--- src/rtl/unary_add_pkg.sv ---
// ---------------------------------------------------------------------------
// unary_add_pkg
// Shared definitions for the unary adder controller and its surroundings.
//   ua_state_t    : controller FSM state encoding (IDLE/READ/WRITE/DONE)
//   UA_W_DEFAULT  : default operand / sum / adder counter width
// ---------------------------------------------------------------------------
package unary_add_pkg;

    localparam int UA_W_DEFAULT = 13;

    typedef enum logic [1:0] {
        IDLE  = 2'd0,
        READ  = 2'd1,
        WRITE = 2'd2,
        DONE  = 2'd3
    } ua_state_t;

endpackage : unary_add_pkg

--- src/rtl/unary_add_ctrl.sv ---
// ---------------------------------------------------------------------------
// unary_add_ctrl
// Sequencer and collector wrapped around the unary adder datapath. Takes a
// binary operand pair over valid/ready, streams both operands into the
// adder as unary pulse trains (read phase), then flips the adder into its
// write phase and counts the returned dout ones back into a binary sum.
// Adder overflow pulses on C are OR-ed into a sticky carry.
//
// Ports:
//   clk, rst             clock (rising edge), async active-high reset
//   in_valid, in_ready   operand handshake (in_ready high only in IDLE)
//   a_bin, b_bin         W-bit operands, captured on accept
//   A, B                 unary streams to the adder
//   en, read_or_write    adder enable, phase select (0 read, 1 write)
//   dout, C              adder serial output and overflow pulse
//   out_valid, out_ready result handshake (held until accepted)
//   sum_bin, carry       (a+b) mod 2^W and overflow flag
//   chk_err              binary self-check mismatch flag
//
// Build option:
//   UNARY_ADD_SELFCHECK_EN  when defined, a binary reference adder checks
//                           every result; otherwise chk_err is tied low.
// ---------------------------------------------------------------------------
module unary_add_ctrl
    import unary_add_pkg::*;
#(
    parameter int W = UA_W_DEFAULT
) (
    input  logic         clk,
    input  logic         rst,
    input  logic         in_valid,
    output logic         in_ready,
    input  logic [W-1:0] a_bin,
    input  logic [W-1:0] b_bin,
    output logic         A,
    output logic         B,
    output logic         en,
    output logic         read_or_write,
    input  logic         dout,
    input  logic         C,
    output logic         out_valid,
    input  logic         out_ready,
    output logic [W-1:0] sum_bin,
    output logic         carry,
    output logic         chk_err
);

    ua_state_t    state_q, state_d;
    logic [W-1:0] aOp_q, aOp_d;
    logic [W-1:0] bOp_q, bOp_d;
    logic [W-1:0] len_q, len_d;
    logic [W-1:0] rdCnt_q, rdCnt_d;
    logic [W-1:0] ones_q, ones_d;
    logic         carry_q, carry_d;
    logic         firstWrite_q, firstWrite_d;
    logic [W-1:0] acceptLen;

    // Read length is the longer operand, but never zero: a 0+0 request
    // still needs one read cycle so the adder sees a well-formed phase.
    always_comb begin
        acceptLen = (a_bin > b_bin) ? a_bin : b_bin;
        if (acceptLen == '0) begin
            acceptLen = W'(1);
        end
    end

    // Main sequencer: next-state and register updates for the operation.
    // The first WRITE cycle only samples C (the overflow of the final read
    // cycle arrives one cycle late); dout is counted from the second on.
    always_comb begin
        state_d      = state_q;
        aOp_d        = aOp_q;
        bOp_d        = bOp_q;
        len_d        = len_q;
        rdCnt_d      = rdCnt_q;
        ones_d       = ones_q;
        carry_d      = carry_q;
        firstWrite_d = firstWrite_q;
        case (state_q)
            IDLE: begin
                if (in_valid) begin
                    aOp_d   = a_bin;
                    bOp_d   = b_bin;
                    len_d   = acceptLen;
                    rdCnt_d = '0;
                    ones_d  = '0;
                    carry_d = 1'b0;
                    state_d = READ;
                end
            end
            READ: begin
                carry_d = carry_q | C;
                rdCnt_d = rdCnt_q + W'(1);
                if (rdCnt_q == len_q - W'(1)) begin
                    firstWrite_d = 1'b1;
                    state_d      = WRITE;
                end
            end
            WRITE: begin
                if (firstWrite_q) begin
                    carry_d      = carry_q | C;
                    firstWrite_d = 1'b0;
                end else if (dout) begin
                    ones_d = ones_q + W'(1);
                end else begin
                    state_d = DONE;
                end
            end
            DONE: begin
                if (out_ready) begin
                    state_d = IDLE;
                end
            end
            default: state_d = IDLE;
        endcase
    end

    // State and datapath registers.
    always_ff @(posedge clk or posedge rst) begin
        if (rst) begin
            state_q      <= IDLE;
            aOp_q        <= '0;
            bOp_q        <= '0;
            len_q        <= '0;
            rdCnt_q      <= '0;
            ones_q       <= '0;
            carry_q      <= 1'b0;
            firstWrite_q <= 1'b0;
        end else begin
            state_q      <= state_d;
            aOp_q        <= aOp_d;
            bOp_q        <= bOp_d;
            len_q        <= len_d;
            rdCnt_q      <= rdCnt_d;
            ones_q       <= ones_d;
            carry_q      <= carry_d;
            firstWrite_q <= firstWrite_d;
        end
    end

    // Moore outputs. in_ready is masked by rst so nothing is accepted while
    // the adder is still being held in reset.
    always_comb begin
        in_ready      = (state_q == IDLE) && !rst;
        A             = (state_q == READ) && (rdCnt_q < aOp_q);
        B             = (state_q == READ) && (rdCnt_q < bOp_q);
        en            = (state_q == READ) || (state_q == WRITE);
        read_or_write = (state_q == WRITE);
        out_valid     = (state_q == DONE);
        sum_bin       = (state_q == DONE) ? ones_q : '0;
        carry         = carry_q;
    end

`ifdef UNARY_ADD_SELFCHECK_EN
    logic [W:0] ref_q, ref_d;
    logic       chkErr_q, chkErr_d;

    // Binary reference captured on accept; compared once, on the edge that
    // enters DONE, when ones_q and carry_q hold their final values.
    always_comb begin
        ref_d    = ref_q;
        chkErr_d = chkErr_q;
        if (state_q == IDLE && in_valid) begin
            ref_d    = {1'b0, a_bin} + {1'b0, b_bin};
            chkErr_d = 1'b0;
        end else if (state_q == WRITE && !firstWrite_q && !dout) begin
            chkErr_d = (ones_q != ref_q[W-1:0]) || (carry_q != ref_q[W]);
        end
    end

    always_ff @(posedge clk or posedge rst) begin
        if (rst) begin
            ref_q    <= '0;
            chkErr_q <= 1'b0;
        end else begin
            ref_q    <= ref_d;
            chkErr_q <= chkErr_d;
        end
    end

    assign chk_err = chkErr_q;
`else
    assign chk_err = 1'b0;
`endif

endmodule : unary_add_ctrl

--- config.mk ---
export PLATFORM = sky130hd
export DESIGN_NAME = unary_add_ctrl
export DESIGN_NICKNAME = d
export VERILOG_FILES = /design/src/rtl/unary_add_pkg.sv /design/src/rtl/unary_add_ctrl.sv
export SDC_FILE = /design/constraint.sdc
export NUM_CORES = 1
export LEC_CHECK = 0
export CAP_MARGIN = 25
export CORE_ASPECT_RATIO = 0.9
export CORE_MARGIN = 4
export CORE_UTILIZATION = 45
export DETAILED_ROUTE_END_ITERATION = 7
export PLACE_DENSITY = 0.66
export SYNTH_ARGS = -nofsm -noshare
export SYNTH_HDL_FRONTEND = slang
export SYNTH_SLANG_ARGS = --single-unit
--- constraint.sdc ---
create_clock -name clk -period 3.5 [get_ports clk]
set_input_delay 0.35 -clock clk [delete_from_list [all_inputs] [get_ports clk]]
set_output_delay 0.35 -clock clk [all_outputs]
set_load 0.02 [all_outputs]
# [Word-level counts from Yosys, hierarchy flattened]
# Cells that the tools add are included.
[word_totals] register_bits=69 output_inout_bits=21 wordCells=62
[op_classes] add_sub_neg=3 order_cmp=3 n_eq_ne=11 muxes=19 bitwise_logic=1 reduce_logical=17
[ops] cell="$mux W13" n=6
[ops] cell="$pmux W13 S2" n=2
[ops] cell="$add A13 B1 Y13 const B" n=2
[ops] cell="$lt A13 B13 Y1" n=2
[ops] cell="$eq A13 B13 Y1" n=1
[ops] cell="$gt A13 B13 Y1" n=1
[ops] cell="$logic_not A13 Y1" n=1
[ops] cell="$sub A13 B1 Y13 const B" n=1
[ops] cell="$mux W2" n=5
[ops] cell="$ne A2 B2 Y1 const B" n=4
[ops] cell="$pmux W2 S4" n=1
[ops] cell="$ne A2 B1 Y1 const B" n=3
[ops] cell="$reduce_and A2 Y1" n=3
[ops] cell="$reduce_bool A2 Y1" n=3
[ops] cell="$reduce_and A5 Y1" n=1
[ops] cell="$eq A2 B2 Y1 const B" n=2
[ops] cell="$reduce_and A4 Y1" n=1
[ops] cell="$logic_and A1 B1 Y1" n=3
[ops] cell="$mux W1" n=3
[ops] cell="$pmux W1 S3" n=1
[ops] cell="$reduce_and A3 Y1" n=1
[ops] cell="$reduce_bool A3 Y1" n=1
[ops] cell="$eq A2 B1 Y1 const B" n=1
[ops] cell="$logic_not A2 Y1" n=1
[ops] cell="4 further kinds" n=4

# [Depth between registers and ports, before layout]
# Gate-level depths: netlist (run 1).
[logic_depth] ltp_word=4 depth_mapped=10 depth_no_buf=9

# [Least setup slack after synthesis (run 1)]
# Ideal clock, no wire load.
[synth_path] kind="flip-flop to flip-flop" start="register len_q[0]" end="register state_q[0]" setup_ns=0.133 arrival_time_ns=2.748 setup_slack_ns=0.619 stages_incl_launch_ff=10 path_buffers=0 cell_sequence="dfrtp_1 inv_1 ha_1 or3b_2 or4b_2 o32a_1 o211a_1 o41ai_2 o2111ai_1 mux2i_1"
[synth_via] elab_chain_cells=4
[synth_rtl] element="from (decl)" line_no="unary_add_ctrl.sv:51" rtl="logic [W-1:0] len_q, len_d;"
[synth_rtl] element="from (signal assigned)" line_no="unary_add_ctrl.sv:133" rtl="len_q <= len_d;"
[synth_rtl] element="$sub A13 B1 Y13" line_no="unary_add_ctrl.sv:94" rtl="if (rdCnt_q == len_q - W'(1)) begin"
[synth_rtl] element="$eq A13 B13 Y1" line_no="unary_add_ctrl.sv:94"
[synth_rtl] element="$ne A2 B2 Y1 (no line)"
[synth_rtl] element="$reduce_and A5 Y1 (no line)"
[synth_rtl] element="to (signal assigned)" line_no="unary_add_ctrl.sv:130" rtl="state_q <= state_d;"
[synth_rtl] element="to (decl)" line_no="unary_add_ctrl.sv:48" rtl="ua_state_t state_q, state_d;"
# No other way between the ends.
# A chain may end at the register's enable or synchronous reset.

# [Worst setup path in the final report (run 1)]
[layout_path] start="register rdCnt_q[1]" end="output port A"
[layout_via] elab_chain_cells=2
[layout_rtl] element="from (decl)" line_no="unary_add_ctrl.sv:52" rtl="logic [W-1:0] rdCnt_q, rdCnt_d;"
[layout_rtl] element="from (signal assigned)" line_no="unary_add_ctrl.sv:134" rtl="rdCnt_q <= rdCnt_d;"
[layout_rtl] element="$lt A13 B13 Y1" line_no="unary_add_ctrl.sv:145" rtl="A = (state_q == READ) && (rdCnt_q < aOp_q);"
[layout_rtl] element="$logic_and A1 B1 Y1" line_no="unary_add_ctrl.sv:145"
[layout_rtl] element="to (decl)" line_no="unary_add_ctrl.sv:35" rtl="output logic A,"
# No other way between the ends.

==> reports/summary.json, run 1 <==
{
  "status": "complete, no violations",
  "post_synth_top_area_share_pct": 37.7,
  "die_h_um": 104,
  "grt_pass1_vias": 3857,
  "multi_input_area_um2": 2590,
  "summed_negative_setup_slack_over_all_endpoints_ps": 0,
  "critical-path-max-stage-delay_ps": 640,
  "post_dp_cell_area_um2": 5230,
  "psw_mw": 1.57,
  "gr-total-overflow": 0,
  "coreArea_um2": 9780,
  "via_per_inst": 5.53,
  "power-per-cell-area_nw_per_um2": 718,
  "worstPathBufferInverterCount": 1,
  "grt.total_usage_pct": 20.7,
  "detail_route.wl_per_cell_um": 16.7,
  "rows": 34,
  "synth.area.mux_share_pct": 1.09,
  "timing.final.max_slew_violations": 0,
  "leakage_nw": 2.59,
  "tritoncts_num_sinks": 69,
  "register_area_um2": 1730,
  "ys_dominant_reg_cell": "dfrtp_1",
  "avgSynthCellArea_um2": 8.71,
  "tritoncts_clock_tree": "built",
  "grt_setup_unrepaired": "no",
  "crit_path_cell_trace": "ha_1, a21o_1, a21o_1, a21o_1, a211oi_1, o21ai_0, a31oi_1, clkdlybuf4s50_1",
  "clkPwrFrac_pct": 24.9,
  "number_of_enable_flip_flop_cells_after_synthesis": 0,
  "power_frac_seq_pct": 31.9,
  "num-fill-cells": 898,
  "post_synth_num_cell_types": 50,
  "final_layout_size_suffix_gt1_share_pct": 5.69,
  "ys_seq_elements": 69,
  "timing.critical_path.required_ps": 3150,
  "max_freq_mhz": 309,
  "yosys.area_share.xor_xnor_pct": 6.13,
  "dp.final_hpwl_um": 9130,
  "portBuffers": 51,
  "cts_resized": 0,
  "synth_simple_gate_area_share_pct": 21.5,
  "synth_area_um2": 4570,
  "synth.top_cells.by_area": "dfrtp_1 (38%), ha_1 (12%), nand2_1 (4.6%)",
  "power.share.combinational_pct": 43.2,
  "design.die.area_um2": 11800,
  "irDropWorstVdd_v": 0.000476,
  "cts_max_level": 3,
  "initial_core_util_pct": 46.8,
  "synth-seq-area-share_pct": 37.7,
  "post_cts_hold_buffer_count": 0,
  "cpLargestDelayFamily": "compound AO/OA/AOI/OAI gates",
  "clock_tree.root_cell": "clkbuf_16",
  "wire_length_of_the_first_global_routing_pass_um": 19700,
  "p_sw_share_pct": 39.2,
  "die_width_um": 114,
  "clockBufferDepth": 2,
  "share_of_synthesized_registers_carrying_an_async_set_or_reset_pct": 100,
  "vias": 3903,
  "detail_route.wirelength_um": 11800,
  "clkLatencyLatePin_ps": 340,
  "drt_pre_antenna_iters": 4,
  "period_share_pct": 92.4,
  "synth-warning-count": 0,
  "nNetsFinal": 651,
  "main_combinational_cell_family_by_area_after_synthesis": "simple AND/OR/NAND/NOR gates",
  "maxSlewHeadroom_pct": 46.3,
  "area_growth_syn_to_layout_pct": 21.5,
  "worst_path_max_delay_cell": "clkdlybuf4s50_1",
  "clock-skew-final_ps": 4.33,
  "routability_driven_placement_congestion_ratio": 0.921,
  "finalHoldWorstSlack_ps": 474,
  "endpoint_kind": "output pin",
  "grt_start_max_net_pins": 42,
  "synth_largest_area_cell": "dfrtp_1",
  "instances_no_fill": 706,
  "syn-instance-count": 525,
  "cell_types_with_the_highest_counts_after_synthesis": "dfrtp_1 (69), nand2_1 (56), inv_1 (50)",
  "synth-compound-area-share_pct": 15.6,
  "syn-num-nets": 601,
  "final-setup-viol-count": 0,
  "hold_path_class": "input port to asynchronous set/reset pin",
  "critPathMostFrequentCell": "a21o_1",
  "n_antenna_cell": 0,
  "stdcell_area_um2": 5560,
  "clkSlewWorstSetupHoldPaths_ps": 60,
  "post-route-drc-count": 0,
  "ios": 53,
  "cts_buffers": 9,
  "critical_path_at_ps": 2890,
  "worst_slew_pin_slew_ps": 798,
  "placedCellCount": 690,
  "yosys.cell_count.top_type": "dfrtp_1",
  "critical_path.max_fanout": 6,
  "critical_path_startpoint_category": "flip-flop",
  "post_cts_setup_buffer_count": 0,
  "drtAntennaViolNets": 0,
  "detail_route.iter0.violations": 160,
  "hold_viol_final": 0,
  "drv_cap": 0,
  "p_int_mw": 2.42,
  "period_minus_slack_ps": 3240,
  "number_of_antenna_violations_at_the_first_check_in_global_routing": 0,
  "worst-setup-path-type": "flip-flop to output pin",
  "synth_fa_ha_area_share_pct": 12.0
}
flip-flops by register name, summed over array words and instances (netlist names):
| register | flops |
|---|---|
| firstWrite_q | 1 |
| state_q | 2 |
| bOp_q | 13 |
| len_q | 13 |
| ones_q | 13 |
| carry | 1 |
| aOp_q | 13 |
| rdCnt_q | 13 |
layout make-up:
| cell class | instances | share of cell area, % |
|---|---|---|
| Timing Repair Buffer | 58 | 10.4 |
| Clock inverter | 7 | 1.78 |
| Sequential cell | 69 | 31.1 |
| Clock buffer | 9 | 4.05 |
| Multi-Input combinational cell | 387 | 46.5 |
| Inverter | 50 | 3.38 |
| Tap cell | 126 | 2.84 |
path summary, 6_finish.rpt:
path / endpoint / slack [ps] / cells past startpoint / startpoint
max: A / 260 / 8 / rdCnt_q[1]
min: aOp_q[1] / 470 / 2 / rst
max reg2reg: state_q[0] / 390 / 9 / len_q[0]
min reg2reg: len_q[12] / 510 / 2 / len_q[12]
max in group asynchronous: aOp_q[11] / 2370 / 3 / rst
min in group clk: len_q[12] / 510 / 2 / len_q[12]
logic make-up after synthesis:
group	count (synthesis)
other cells	1
flops	69
simple gates	195
xor+xnor	32
fa+ha+maj	44
buf+inv	69
mux	5
compound gates	110
power groups by stage:
| stage | Clock [mW] | Sequential, mW | Combinational, mW |
|---|---|---|---|
| after floorplan | 0 | 1.22 | 1.24 |
| final | 0.993 | 1.27 | 1.72 |
| after CTS | 1.00 | 1.27 | 1.74 |
| after global routing | 1.03 | 1.32 | 1.94 |
| after global placement | 0 | 1.28 | 1.66 |
| after detailed placement | 0 | 1.28 | 1.72 |
layer usage:
layer | vias up | track usage (%) | part of all wire [%]
met5 | - | 0 | 0
met2 | 62 | 32.7 | 47
met4 | 0 | 4.83 | 1.1
met1 | 1889 | 29.4 | 48
li1 | 1939 | - | -
met3 | 13 | 3.73 | 3.7
stage by stage:
step / total power [mW] / setup slack, ps / util [%]
2_1_floorplan: 2.47 / 619 / -
3_3_place_gp: 2.94 / 503 / 53.5
3_5_place_dp: 3.00 / 403 / 53.5
4_1_cts: 4.01 / 243 / 56.8
5_1_grt: 4.29 / 177 / 56.8
6_report: 3.99 / 265 / 56.8
placed cells by master, fill, tap and decap left out, types with 2 or more instances in the layout:
master / instances
a211oi_1: 2
a21boi_0: 2
a21o_1: 14
a21oi_1: 15
a221o_1: 3
a31oi_1: 5
and2_1: 13
and3_1: 5
and4_1: 4
buf_4: 6
bufinv_16: 2
clkbuf_16: 9
clkdlybuf4s50_1: 51
clkinv_4: 2
dfrtp_1: 69
ha_1: 44
inv_1: 49
mux2i_1: 5
nand2_1: 56
nand2b_1: 7
nand3_1: 25
nand4_1: 9
nor2_1: 37
nor2b_1: 5
nor3_1: 9
nor3b_1: 2
nor4_1: 6
o2111ai_1: 3
o211ai_1: 12
o21ai_0: 41
o221ai_1: 2
or3_1: 4
or3b_2: 2
or4_1: 4
or4_4: 2
xnor2_1: 16
xor2_1: 16
(Power assumes the default switching activity.)
==> inputs of run 2 (changes only) <==
- ABC_CLOCK_PERIOD_IN_PS: not set -> 3500
- PLACE_DENSITY: 0.66 -> 0.69
==> run 2 against run 1 <==
Effect of this change:
- critical endpoint unchanged
- highest routed layer unchanged
- combinational power barely moved
- setup slack got worse by 20 ps
- sequential cell count stayed put
- largest cell class unchanged
- critical path depth stayed put
- core utilization about the same
- largest power group unchanged
- fmax down 0.62%
- final cell count unchanged
- sequential share of layout area about the same
- cell area hardly changed
==> reports/summary.json, run 2 (synthesis results as in run 1) <==
{
  "status": "complete, no violations",
  "vias": {"value": 3920, "change": "+0.44%"},
  "gr-total-overflow": {"value": 0, "change": "unchanged"},
  "worst_path_max_delay_cell": "clkdlybuf4s50_1",
  "critPathMostFrequentCell": "a21o_1",
  "max_freq": {"value": 307, "unit": "MHz", "change": "-0.62%"},
  "final_cell_mix": "dfrtp_1 (69), nand2_1 (56), clkdlybuf4s50_1 (51), inv_1 (49), ha_1 (44)",
  "r2r_cells": {"value": 9, "change": "unchanged"},
  "grt.total_usage": {"value": 20.7, "unit": "%", "change": "about the same"},
  "wire_length_of_the_first_global_routing_pass": {"value": 19800, "unit": "um", "change": "+0.42%"},
  "leakage": {"value": 2.58, "unit": "nW", "change": "-0.16%"},
  "worst-setup-path-type": "flip-flop to output pin",
  "summed_negative_setup_slack_over_all_endpoints": {"value": 0, "unit": "ps", "change": "unchanged"},
  "worst_slew_pin_slew": {"value": 752, "unit": "ps", "change": "-46.2 ps"},
  "clock-skew-final": {"value": 6.24, "unit": "ps", "change": "+1.92 ps"},
  "power-per-cell-area": {"value": 719, "unit": "nW/um^2", "change": "about the same"},
  "critical-path-max-stage-delay": {"value": 640, "unit": "ps", "change": "about the same"},
  "reg2reg_from": "len_q[0]",
  "number_of_antenna_violations_at_the_first_check_in_global_routing": {"value": 0, "change": "unchanged"},
  "n_antenna_cell": {"value": 0, "change": "unchanged"},
  "critical_path.max_fanout": {"value": 6, "change": "unchanged"},
  "routed-wl-met2": {"value": 5540, "unit": "um", "change": "-0.59%"},
  "detail_route.wl_per_cell": {"value": 16.7, "unit": "um", "change": "about the same"},
  "timing.critical_path.required": {"value": 3150, "unit": "ps", "change": "about the same"},
  "detail_route.wirelength": {"value": 11800, "unit": "um", "change": "about the same"},
  "worst_r2r_endpoint": "state_q[1]",
  "detail_route.iter0.violations": {"value": 212, "change": "+33%"},
  "power": {"value": 3.99, "unit": "mW", "change": "about the same"},
  "tritoncts_clock_tree": "built",
  "maxSlewHeadroom": {"value": 49.9, "unit": "%", "change": "+3.6 points"},
  "drtAntennaViolNets": {"value": 0, "change": "unchanged"},
  "clockBufferDepth": {"value": 2, "change": "unchanged"},
  "wl_met1": {"value": 5580, "unit": "um", "change": "-1.7%"},
  "clock_tree.root_cell": "clkbuf_16",
  "final-setup-viol-count": {"value": 0, "change": "unchanged"},
  "via_per_inst": {"value": 5.55, "change": "+0.44%"},
  "dr.max_layer_used": "met4",
  "drt_pre_antenna_iters": {"value": 4, "change": "unchanged"},
  "drv_cap": {"value": 0, "change": "unchanged"},
  "hold_viol_final": {"value": 0, "change": "unchanged"},
  "post_dp_cell_area": {"value": 5230, "unit": "um^2", "change": "unchanged"},
  "endpoint_kind": "output pin",
  "post-route-drc-count": {"value": 0, "change": "unchanged"},
  "irDropWorstVdd": {"value": 0.000325, "unit": "V", "change": "-32%"},
  "design.die.area": {"value": 11800, "unit": "um^2", "change": "unchanged"},
  "cts_resized": {"value": 0, "change": "unchanged"},
  "grt_pass1_vias": {"value": 3911, "change": "+1.4%"},
  "stdcell_area": {"value": 5560, "unit": "um^2", "change": "about the same"},
  "met3_length": {"value": 517, "unit": "um", "change": "+17%"},
  "clkLatencyLatePin": {"value": 330, "unit": "ps", "change": "about the same"},
  "grt_setup_unrepaired": "no",
  "nNetsFinal": {"value": 651, "change": "unchanged"},
  "coreArea": {"value": 9780, "unit": "um^2", "change": "unchanged"},
  "period_share": {"value": 93.0, "unit": "%", "change": "+0.58 points"},
  "ios": {"value": 53, "change": "unchanged"},
  "area_growth_syn_to_layout": {"value": 21.5, "unit": "%", "change": "about the same"},
  "cts_max_level": {"value": 3, "change": "unchanged"},
  "portBuffers": {"value": 51, "change": "unchanged"},
  "hold_path_class": "input port to asynchronous set/reset pin",
  "crit_path_cell_trace": "ha_1, a21o_1, a21o_1, a21o_1, a211oi_1, o21ai_0, a31oi_1, clkdlybuf4s50_1",
  "final_layout_size_suffix_gt1_share": {"value": 5.69, "unit": "%", "change": "unchanged"},
  "initial_core_util": {"value": 46.8, "unit": "%", "change": "unchanged"},
  "post_cts_setup_buffer_count": {"value": 0, "change": "unchanged"},
  "cts_buffers": {"value": 9, "change": "unchanged"},
  "dp.final_hpwl": {"value": 9050, "unit": "um", "change": "-0.86%"},
  "critical_path_startpoint_category": "flip-flop",
  "rows": {"value": 34, "change": "unchanged"},
  "die_width": {"value": 114, "unit": "um", "change": "unchanged"},
  "critical_path_at": {"value": 2910, "unit": "ps", "change": "+20 ps"},
  "post_cts_hold_buffer_count": {"value": 0, "change": "unchanged"},
  "tritoncts_num_sinks": {"value": 69, "change": "unchanged"},
  "layout_commonest_cell": "dfrtp_1",
  "grt_start_max_net_pins": {"value": 47, "change": "+12%"},
  "ff2ff_setup_slack": {"value": 380, "unit": "ps", "change": "about the same"},
  "timing.final.max_slew_violations": {"value": 0, "change": "unchanged"},
  "clkSlewWorstSetupHoldPaths": {"value": 60, "unit": "ps", "change": "about the same"},
  "routability_driven_placement_congestion_ratio": {"value": 0.850, "change": "-7.8%"},
  "die_h": {"value": 104, "unit": "um", "change": "unchanged"},
  "period_minus_slack": {"value": 3260, "unit": "ps", "change": "+20.2 ps"}
}
## run 2: changes by cell type in the layout (fill, tap and decap cells not counted), sizes merged
cell / before / now
clkinv: 3 / 2
clkinvlp: 1 / 2
## run 2: through the flow
stage               utilization (%)  worst slack [ps]  hold WS (ps)  std cells
global route                   56.8              79.7           513        706
CTS                            56.8               226           498        706
detailed placement             53.5               398           485        690
floorplan                         -               619           447        525
finish                         56.8               245           497        706
global placement               53.5               506           465        690
## run 2: critical path: cells and delay by family (launching register included)
| kind | cells | cell delay (ps) |
|---|---|---|
| flops | 1 | 460 |
| buf+inv | 1 | 640 |
| fa+ha+maj | 1 | 320 |
| compound gates | 6 | 1170 |
## run 2: how the worst max path moves through the flow
stage / startpoint / endpoint / slack, ps / cells past startpoint
after floorplan: len_q[0] / state_q[0] / 620 / 9
after global placement: len_q[0] / state_q[1] / 510 / 9
after detailed placement: b_bin[2] / len_q[6] / 400 / 11
after CTS: rdCnt_q[1] / A / 230 / 8
after global routing: rdCnt_q[1] / A / 80 / 8
final: rdCnt_q[1] / A / 240 / 8
## run 2: report_power, final
| group | leakage [nW] | switching (mW) | total [mW] | internal (mW) |
|---|---|---|---|---|
| clock network | 0.152 | 0.359 | 0.985 | 0.626 |
| registers | 0.887 | 0.208 | 1.27 | 1.06 |
| logic | 1.54 | 1.00 | 1.74 | 0.736 |
## run 2: final cells by class
class / count / area [um^2]
fillers: 890 / 4230
multi-input cells: 387 / 2590
flip-flops and latches: 69 / 1730
repair buffers: 58 / 576
clock buffers: 9 / 225
inverters: 50 / 188
well taps: 126 / 158
clock inverters: 7 / 97.6
## run 2: routing by layer
layer,up-vias,GRT usage [%]
met2,71,32.2
li1,1946,-
met3,17,4.26
met1,1886,28.8
met4,0,6.28
met5,-,0
==> inputs of run 3 (changes only) <==
- CORE_MARGIN: 4 -> not set
- CTS_CLUSTER_DIAMETER: not set -> 150
==> run 3 against run 2 <==
Effect of this change:
- register-to-register slack worse by 30 ps
- clock skew shrank 2.1 ps
- non-clock buffer count unchanged
- setup slack better by 26 ps
- wire length decreased by 1.5%
- sequential cell count stayed put
- fmax grew 0.81%
- die area is 11% lower
- cell area fell by 0.63%
- global-route usage rose by 3.2 points
- critical path type unchanged
- largest cell class unchanged
- largest power group unchanged
==> reports/summary.json, run 3 (synthesis results as in run 1) <==
{
  "grt.total_usage": {"value": 23.9, "unit": "%", "change": "+3.2 points"},
  "worst_slew_pin_slew": {"value": 762, "unit": "ps", "change": "+10.9 ps"},
  "hold_viol_final": {"value": 0, "change": "unchanged"},
  "post_dp_cell_area": {"value": 5210, "unit": "um^2", "change": "-0.38%"},
  "detail_route.iter0.violations": {"value": 256, "change": "+21%"},
  "portBuffers": {"value": 51, "change": "unchanged"},
  "coreArea": {"value": 9780, "unit": "um^2", "change": "unchanged"},
  "status": "complete, no violations",
  "worstSetupStartpoint": "rdCnt_q[1]",
  "summed_negative_setup_slack_over_all_endpoints": {"value": 0, "unit": "ps", "change": "unchanged"},
  "die_h": {"value": 97.7, "unit": "um", "change": "-5.8%"},
  "n_antenna_cell": {"value": 0, "change": "unchanged"},
  "detail_route.wirelength": {"value": 11600, "unit": "um", "change": "-1.5%"},
  "final_layout_size_suffix_gt1_share": {"value": 4.83, "unit": "%", "change": "-0.86 points"},
  "cts_resized": {"value": 0, "change": "unchanged"},
  "irDropWorstVdd": {"value": 0.000403, "unit": "V", "change": "+24%"},
  "post-route-drc-count": {"value": 0, "change": "unchanged"},
  "design.die.area": {"value": 10600, "unit": "um^2", "change": "-11%"},
  "hold_path_class": "input port to asynchronous set/reset pin",
  "max_freq": {"value": 310, "unit": "MHz", "change": "+0.81%"},
  "period_share": {"value": 92.3, "unit": "%", "change": "-0.75 points"},
  "detail_route.wl_per_cell": {"value": 16.5, "unit": "um", "change": "-1.5%"},
  "worst_r2r_endpoint": "state_q[0]",
  "rows": {"value": 34, "change": "unchanged"},
  "period_minus_slack": {"value": 3230, "unit": "ps", "change": "-26.3 ps"},
  "grt_setup_unrepaired": "no",
  "power-per-cell-area": {"value": 706, "unit": "nW/um^2", "change": "-1.8%"},
  "tritoncts_num_sinks": {"value": 69, "change": "unchanged"},
  "tritoncts_clock_tree": "built",
  "cts_buffers": {"value": 9, "change": "unchanged"},
  "critical_path.max_fanout": {"value": 6, "change": "unchanged"},
  "routability_driven_placement_congestion_ratio": {"value": 0.851, "change": "+0.14%"},
  "reg2reg_from": "len_q[0]",
  "drv_cap": {"value": 0, "change": "unchanged"},
  "critical-path-max-stage-delay": {"value": 630, "unit": "ps", "change": "about the same"},
  "clockBufferDepth": {"value": 2, "change": "unchanged"},
  "nNetsFinal": {"value": 651, "change": "unchanged"},
  "post_cts_setup_buffer_count": {"value": 0, "change": "unchanged"},
  "maxSlewHeadroom": {"value": 49.2, "unit": "%", "change": "-0.73 points"},
  "number_of_antenna_violations_at_the_first_check_in_global_routing": {"value": 0, "change": "unchanged"},
  "r2r_cells": {"value": 9, "change": "unchanged"},
  "worst_path_max_delay_cell": "clkdlybuf4s50_1",
  "drt_pre_antenna_iters": {"value": 5, "change": "+1"},
  "vias": {"value": 3983, "change": "+1.6%"},
  "ff2ff_setup_slack": {"value": 350, "unit": "ps", "change": "-30 ps"},
  "critical_path_at": {"value": 2880, "unit": "ps", "change": "-30 ps"},
  "final-setup-viol-count": {"value": 0, "change": "unchanged"},
  "final_util": {"value": 56.4, "unit": "%", "change": "-0.36 points"},
  "area_growth_syn_to_layout_pct": 20.7,
  "dp.final_hpwl": {"value": 8870, "unit": "um", "change": "-2.0%"},
  "clock_tree.root_cell": "clkbuf_16",
  "critPathMostFrequentCell": "a21o_1",
  "clkSlewWorstSetupHoldPaths": {"value": 50, "unit": "ps", "change": "about the same"},
  "timing.final.max_slew_violations": {"value": 0, "change": "unchanged"},
  "timing.critical_path.required": {"value": 3150, "unit": "ps", "change": "about the same"},
  "critical_path_startpoint_category": "flip-flop",
  "stdcell_area": {"value": 5520, "unit": "um^2", "change": "-0.63%"},
  "gr-total-overflow": {"value": 0, "change": "unchanged"},
  "finalHoldWorstSlack": {"value": 241, "unit": "ps", "change": "-257 ps"},
  "ios": {"value": 53, "change": "unchanged"},
  "endpoint_kind": "output pin",
  "num-fill-cells": {"value": 890, "change": "unchanged"},
  "wire_length_of_the_first_global_routing_pass": {"value": 19500, "unit": "um", "change": "-1.5%"},
  "worst_setup_path_endpoint": "B",
  "clkLatencyLatePin": {"value": 330, "unit": "ps", "change": "about the same"},
  "clock-skew-final": {"value": 4.10, "unit": "ps", "change": "-2.15 ps"},
  "leakage": {"value": 2.57, "unit": "nW", "change": "-0.56%"},
  "crit_path_cell_trace": "ha_1, a21o_1, a21o_1, a21o_1, a211oi_1, o21ai_0, a31oi_1, clkdlybuf4s50_1",
  "cts_max_level": {"value": 3, "change": "unchanged"},
  "grt_pass1_vias": {"value": 3986, "change": "+1.9%"},
  "worst-setup-path-type": "flip-flop to output pin",
  "via_per_inst": {"value": 5.64, "change": "+1.6%"},
  "post_cts_hold_buffer_count": {"value": 0, "change": "unchanged"},
  "drtAntennaViolNets": {"value": 0, "change": "unchanged"},
  "final_cell_mix": "dfrtp_1 (69), nand2_1 (56), clkdlybuf4s50_1 (51), inv_1 (49), ha_1 (44)",
  "die_width": {"value": 108, "unit": "um", "change": "-5.3%"},
  "placedCellCount": {"value": 689, "change": "-0.14%"},
  "instances_no_fill": {"value": 706, "change": "unchanged"},
  "grt_start_max_net_pins": {"value": 47, "change": "unchanged"},
  "initial_core_util": {"value": 46.8, "unit": "%", "change": "unchanged"},
  "layout_commonest_cell": "dfrtp_1"
}
[run 3: cell count changes in the layout (fill, tap and decap cells not counted)]
cell	before	now
clkinvlp_4	2	0
clkbuf_8	0	1
bufinv_16	2	1
clkinv_2	1	0
inv_6	1	0
clkbuf_1	0	5
clkinv_4	1	0
[run 3: how the worst min path moves through the flow]
stage | start | end | slack [ps] | cells after the start
CTS | bOp_q[0] | bOp_q[0] | 490 | 2
finish | rst | ones_q[2] | 240 | 2
detailed placement | bOp_q[0] | bOp_q[0] | 470 | 2
floorplan | bOp_q[0] | bOp_q[0] | 450 | 2
global route | rst | ones_q[2] | 250 | 2
global placement | bOp_q[0] | bOp_q[0] | 470 | 2
[run 3: area by class of cell]
type	instances	area (um^2)	area share (%)
inverter	50	188	3.40
sequential	69	1730	31.3
multi-input combinational	387	2590	46.8
clock inverter	1	30.0	0.544
clock buffer	15	258	4.67
timing repair buffer	58	576	10.4
tap	126	158	2.86
[run 3: worst max-delay path, delay by kind of cell (launching register included)]
family / cells / cell delay (ps)
compound gates: 6 / 1130
buf+inv: 1 / 630
flops: 1 / 470
fa+ha+maj: 1 / 310
[run 3: stage by stage]
stage	setup slack, ps	total power, mW
6_report	271	3.90
5_1_grt	130	4.20
4_1_cts	254	3.91
3_5_place_dp	394	3.00
3_3_place_gp	510	2.92
2_1_floorplan	619	2.47
[run 3: layer usage]
layer	up-vias	routed length, um	track usage [%]
met5	-	0	0
met4	0	221	9.56
met3	23	619	5.90
met2	107	5410	36.8
met1	1918	5380	32.0
li1	1935	-	-
[run 3: power by group]
part / total (mW) / switching [mW] / leakage, nW / internal (mW)
sequential: 1.29 / 0.220 / 0.887 / 1.07
clock: 0.892 / 0.320 / 0.138 / 0.572
combinational: 1.72 / 0.995 / 1.54 / 0.725
total: 3.90 / 1.54 / 2.57 / 2.36
==> variant 1: new RTL, flow settings as in run 2 <==
Add a define of `UNARY_ADD_SELFCHECK_EN`.
--- a/src/rtl/unary_add_ctrl.sv
+++ b/src/rtl/unary_add_ctrl.sv
@@ -22,4 +22,6 @@
 //                           every result; otherwise chk_err is tied low.
 // ---------------------------------------------------------------------------
+`define UNARY_ADD_SELFCHECK_EN
+
 module unary_add_ctrl
     import unary_add_pkg::*;
Behaviour: not the same (a bounded check fails within 10 cycles, from zero or initial values and one cycle with rst high).
==> variant 1 against run 2 <==
Count of clock-buffer cells in the layout up 2. Total power up 18%. Cell count up 23%. Routed wire length up 27%. Final area up 22%. Combinational power up 16%. Sequential cell count up 15. Hold slack worse by 0.14 ns. Worst setup slack worse by 0.075 ns. Synthesized area up 25%. Critical path type unchanged. Largest power group unchanged. Highest routed layer unchanged.
==> variant 1: results <==
<?xml version="1.0" encoding="UTF-8"?>
<metrics>
  <group name="status">
    <metric name="outcome" unit="">completed</metric>
  </group>
  <group name="critical_path">
    <metric name="worst-endpoint-arrival" unit="ns">2.98</metric>
    <metric name="critical_path.reg2reg.endpoint" unit="">firstWrite_q</metric>
    <metric name="worst-r2r-setup-slack" unit="ns">0.48</metric>
  </group>
  <group name="drt">
    <metric name="detailedRoute.firstPassIterationCount" unit="">5</metric>
    <metric name="met2_length" unit="um">6830</metric>
    <metric name="drt_first_iter_violations" unit="">298</metric>
    <metric name="detailroute.wirelength.met3" unit="um">793</metric>
    <metric name="post_drt_wl_per_cell" unit="um">17.3</metric>
  </group>
  <group name="power_and_ir_drop">
    <metric name="power.density_cell_area" unit="mW/mm2">694</metric>
    <metric name="vdd.ir_drop.worst" unit="mV">0.392</metric>
    <metric name="switching_share" unit="">0.392</metric>
  </group>
  <group name="sta">
    <metric name="timing.max_slew.rel_slack" unit="">0.511</metric>
    <metric name="post-route-period-util" unit="">0.952</metric>
  </group>
  <group name="place">
    <metric name="weighted_congestion_reported_at_the_end_of_routability_driven_placement" unit="">0.907</metric>
    <metric name="hpwlAfterDp" unit="um">11500</metric>
    <metric name="place_ws" unit="ns">0.405</metric>
    <metric name="port_buffer_cells" unit="">52</metric>
  </group>
  <group name="global_route">
    <metric name="grt_pass1_vias" unit="">4822</metric>
    <metric name="grt_usage" unit="">0.216</metric>
  </group>
  <group name="synth">
    <metric name="unique_masters_post_synth" unit="">56</metric>
    <metric name="post_synth_most_frequent_cells" unit="">84 x sky130_fd_sc_hd__dfrtp_1, 70 x sky130_fd_sc_hd__nand2_1, 62 x sky130_fd_sc_hd__inv_1</metric>
    <metric name="proportion_of_synthesized_chip_area_in_sequential_cells" unit="">0.369</metric>
    <metric name="netlist_top_cells_area" unit="">sky130_fd_sc_hd__dfrtp_1 37%, sky130_fd_sc_hd__ha_1 13%, sky130_fd_sc_hd__xnor2_1 6.0%</metric>
  </group>
  <group name="finish">
    <metric name="layout_cells_sized_above_1" unit="">0.0492</metric>
  </group>
</metrics>
==> variant 1: how the worst min path moves through the flow <==
stage               startpoint         to  slack, ns
global route               rst  ones_q[8]       0.41
global placement      bOp_q[0]   bOp_q[0]       0.48
finish                     rst  ones_q[2]       0.36
CTS                        rst      carry       0.37
floorplan             bOp_q[0]   bOp_q[0]       0.45
detailed placement    bOp_q[0]   bOp_q[0]       0.49
==> variant 1: cell families after synthesis <==
family,Yosys count,share of synthesized area
and+or+nand+nor,221,0.192
AOI/OAI and AO/OA,144,0.157
buffers and inverters,85,0.0560
DFF,84,0.369
xor gates and xnor gates,60,0.0922
adders and majority gates,58,0.129
muxes,3,0.00527
==> variant 1: layout make-up <==
cell class / instances / area (um2)
tap: 160 / 200
inverter: 63 / 238
timing repair buffer: 62 / 621
fill: 1076 / 5450
sequential: 84 / 2100
multi-input combinational: 486 / 3290
clock inverter: 5 / 82.6
clock buffer: 11 / 243
==> variant 1: power by group through the flow <==
stage	clock [mW]	sequential, mW	combinational [mW]
floorplan	0	1.53	1.50
global placement	0	1.61	1.94
detailed placement	0	1.63	2.01
CTS	1.07	1.62	2.03
global route	1.12	1.67	2.28
finish	1.05	1.62	2.02
==> variant 1: layer usage <==
| layer | global-route usage | vias to the layer above |
|---|---|---|
| li1 | - | 2356 |
| met1 | 0.307 | 2363 |
| met2 | 0.337 | 163 |
| met3 | 0.0358 | 31 |
| met4 | 0.0708 | 0 |
| met5 | 0 | - |
==> variant 1: worst max-delay path, stage by stage, from the launching register on <==
cell and delay (ns):
sky130_fd_sc_hd__dfrtp_1 0.46, sky130_fd_sc_hd__ha_1 0.30, sky130_fd_sc_hd__a21o_1 0.15, sky130_fd_sc_hd__a21o_1 0.17
sky130_fd_sc_hd__a21o_1 0.18, sky130_fd_sc_hd__a21o_1 0.17, sky130_fd_sc_hd__a21oi_1 0.23, sky130_fd_sc_hd__o21ai_1 0.12
sky130_fd_sc_hd__a31oi_1 0.21, sky130_fd_sc_hd__clkdlybuf4s50_1 0.64
==> variant 1: metrics by stage <==
step | total power [mW] | cells
floorplan | 3.03 | 655
finish | 4.70 | 871
detailed placement | 3.64 | 855
global route | 5.06 | 871
CTS | 4.71 | 871
global placement | 3.55 | 854
==> variant 2: new RTL, flow settings as in run 2 <==
Made on the original files. Re-encode `ua_state_t` (4 states) as one-hot, 4 bits wide.
--- a/src/rtl/unary_add_pkg.sv
+++ b/src/rtl/unary_add_pkg.sv
@@ -9,9 +9,9 @@
     localparam int UA_W_DEFAULT = 13;
 
-    typedef enum logic [1:0] {
-        IDLE  = 2'd0,
-        READ  = 2'd1,
-        WRITE = 2'd2,
-        DONE  = 2'd3
+    typedef enum logic [3:0] {
+        IDLE  = 4'b0001,
+        READ  = 4'b0010,
+        WRITE = 4'b0100,
+        DONE  = 4'b1000
     } ua_state_t;
 
Function: same outputs for any inputs over 10 cycles, from zero or initial values and one cycle with rst high; not proved beyond that.
==> variant 2 against run 2 <==
Clock power down 6.2%. Non-clock buffer count grew 2. Global-route usage about the same. Highest routed layer unchanged. Final area about the same. Sequential cell count rose by 2. Total power is 10% lower. Routed wire length decreased by 0.91%. Worst setup slack improved by 0.028 ns. Synthesized area up 0.27%. Die area rose by 0.25%.
==> variant 2: results <==
<?xml version="1.0" encoding="UTF-8"?>
<metrics>
  <group name="status">
    <metric name="outcome" unit="">completed</metric>
  </group>
  <group name="place">
    <metric name="hpwlAfterDp" unit="um">8710</metric>
    <metric name="dpl_cell_area" unit="mm2">0.00525</metric>
    <metric name="place_ws" unit="ns">0.631</metric>
    <metric name="weighted_congestion_reported_at_the_end_of_routability_driven_placement" unit="">0.838</metric>
    <metric name="post_place_cells" unit="">703</metric>
  </group>
  <group name="critical_path">
    <metric name="startpoint" unit="">state_q[3]</metric>
    <metric name="worst-path-max-fanout" unit="">7</metric>
    <metric name="worst-r2r-setup-slack" unit="ns">1.03</metric>
    <metric name="slowest_delay" unit="ns">0.69</metric>
    <metric name="critical_path.reg2reg.endpoint" unit="">state_q[2]</metric>
    <metric name="worst-endpoint-arrival" unit="ns">2.88</metric>
    <metric name="rr_startpoint" unit="">len_q[0]</metric>
  </group>
  <group name="sta">
    <metric name="final_critical_path_setup_slack" unit="ns">0.272</metric>
    <metric name="max_slew.worst_pin.slew" unit="ns">0.917</metric>
    <metric name="finalClockSkew" unit="ns">0.00656</metric>
  </group>
  <group name="finish">
    <metric name="final_net_count" unit="">660</metric>
    <metric name="layout_cells_sized_above_1" unit="">0.0708</metric>
    <metric name="filler_cell_count_in_the_final_layout" unit="">903</metric>
  </group>
  <group name="drt">
    <metric name="vias_per_cell" unit="">5.49</metric>
    <metric name="drt_first_iter_violations" unit="">180</metric>
    <metric name="dr_total_vias" unit="">3950</metric>
  </group>
  <group name="global_route">
    <metric name="grt_max_degree" unit="">72</metric>
    <metric name="grt_first_pass_wirelength" unit="um">19800</metric>
    <metric name="grt_usage" unit="">0.206</metric>
  </group>
  <group name="synth">
    <metric name="net_count_after_synthesis" unit="">607</metric>
    <metric name="netlist_top_cells_area" unit="">sky130_fd_sc_hd__dfrtp_1 38%, sky130_fd_sc_hd__ha_1 11%, sky130_fd_sc_hd__o21ai_0 6.8%</metric>
    <metric name="post_synth_most_frequent_cells" unit="">70 x sky130_fd_sc_hd__dfrtp_1, 62 x sky130_fd_sc_hd__o21ai_0, 61 x sky130_fd_sc_hd__nand2_1</metric>
  </group>
  <group name="worst_hold_path">
    <metric name="min-delay-path-class" unit="">flip-flop to flip-flop</metric>
  </group>
  <group name="power_and_ir_drop">
    <metric name="p_leak" unit="nW">2.53</metric>
  </group>
</metrics>
## variant 2: cell types whose count changed in the layout (fill, tap and decap cells not counted), moves of 4 or more
cell and delta:
sky130_fd_sc_hd__nor2_1 +7, sky130_fd_sc_hd__ha_1 -4, sky130_fd_sc_hd__a21o_1 -6, sky130_fd_sc_hd__xor2_1 -4
sky130_fd_sc_hd__o21ai_0 +21, sky130_fd_sc_hd__inv_1 -4, sky130_fd_sc_hd__a21oi_1 +14, sky130_fd_sc_hd__or4_1 -4
sky130_fd_sc_hd__nand2_1 +5, sky130_fd_sc_hd__o211ai_1 -10
## variant 2: how the worst min path moves through the flow
stage	start	to	slack (ns)
final	aOp_q[0]	aOp_q[0]	0.49
after global routing	aOp_q[0]	aOp_q[0]	0.53
after CTS	aOp_q[0]	aOp_q[0]	0.49
after detailed placement	aOp_q[0]	aOp_q[0]	0.48
after global placement	bOp_q[0]	bOp_q[0]	0.46
after floorplan	out_ready	state_q[3]	0.44
## variant 2: layer usage
metal,up-vias,global-route usage,part of all wire
li1,1958,-,-
met1,1899,0.295,0.48
met2,77,0.315,0.46
met3,16,0.0466,0.046
met4,0,0.0534,0.017
met5,-,0,0
## variant 2: tightest hold or removal path: cells and delay by family, from the launching register on
| kind | cells | cell delay, ns |
|---|---|---|
| flops | 1 | 0.34 |
| compound gates | 1 | 0.06 |
| simple gates | 1 | 0.05 |
## variant 2: where the power goes
part	total, mW	internal [mW]	switching [mW]
registers	1.29	1.07	0.212
logic	1.37	0.577	0.789
clock network	0.924	0.571	0.352
## variant 2: final cells by class
type	count	area, um2	share of cell area
inverter	47	176	0.0318
clock inverter	5	56.3	0.0101
clock buffer	11	243	0.0437
timing repair buffer	60	578	0.104
tap	126	158	0.0284
multi-input combinational	399	2560	0.462
sequential	71	1780	0.320
## variant 2: cell families (layout without fill, tap and decap cells)
logic type                 Yosys count  after routing  share of synthesized area
and+or+nand+nor                    201            201                      0.223
AOI/OAI and AO/OA                  125            125                      0.161
xor gates and xnor gates            27             27                     0.0516
DFF                                 71             71                      0.388
buffers and inverters               65            123                     0.0554
adders and majority gates           40             40                      0.109
other                                1              1                   0.000818
muxes                                5              5                     0.0115
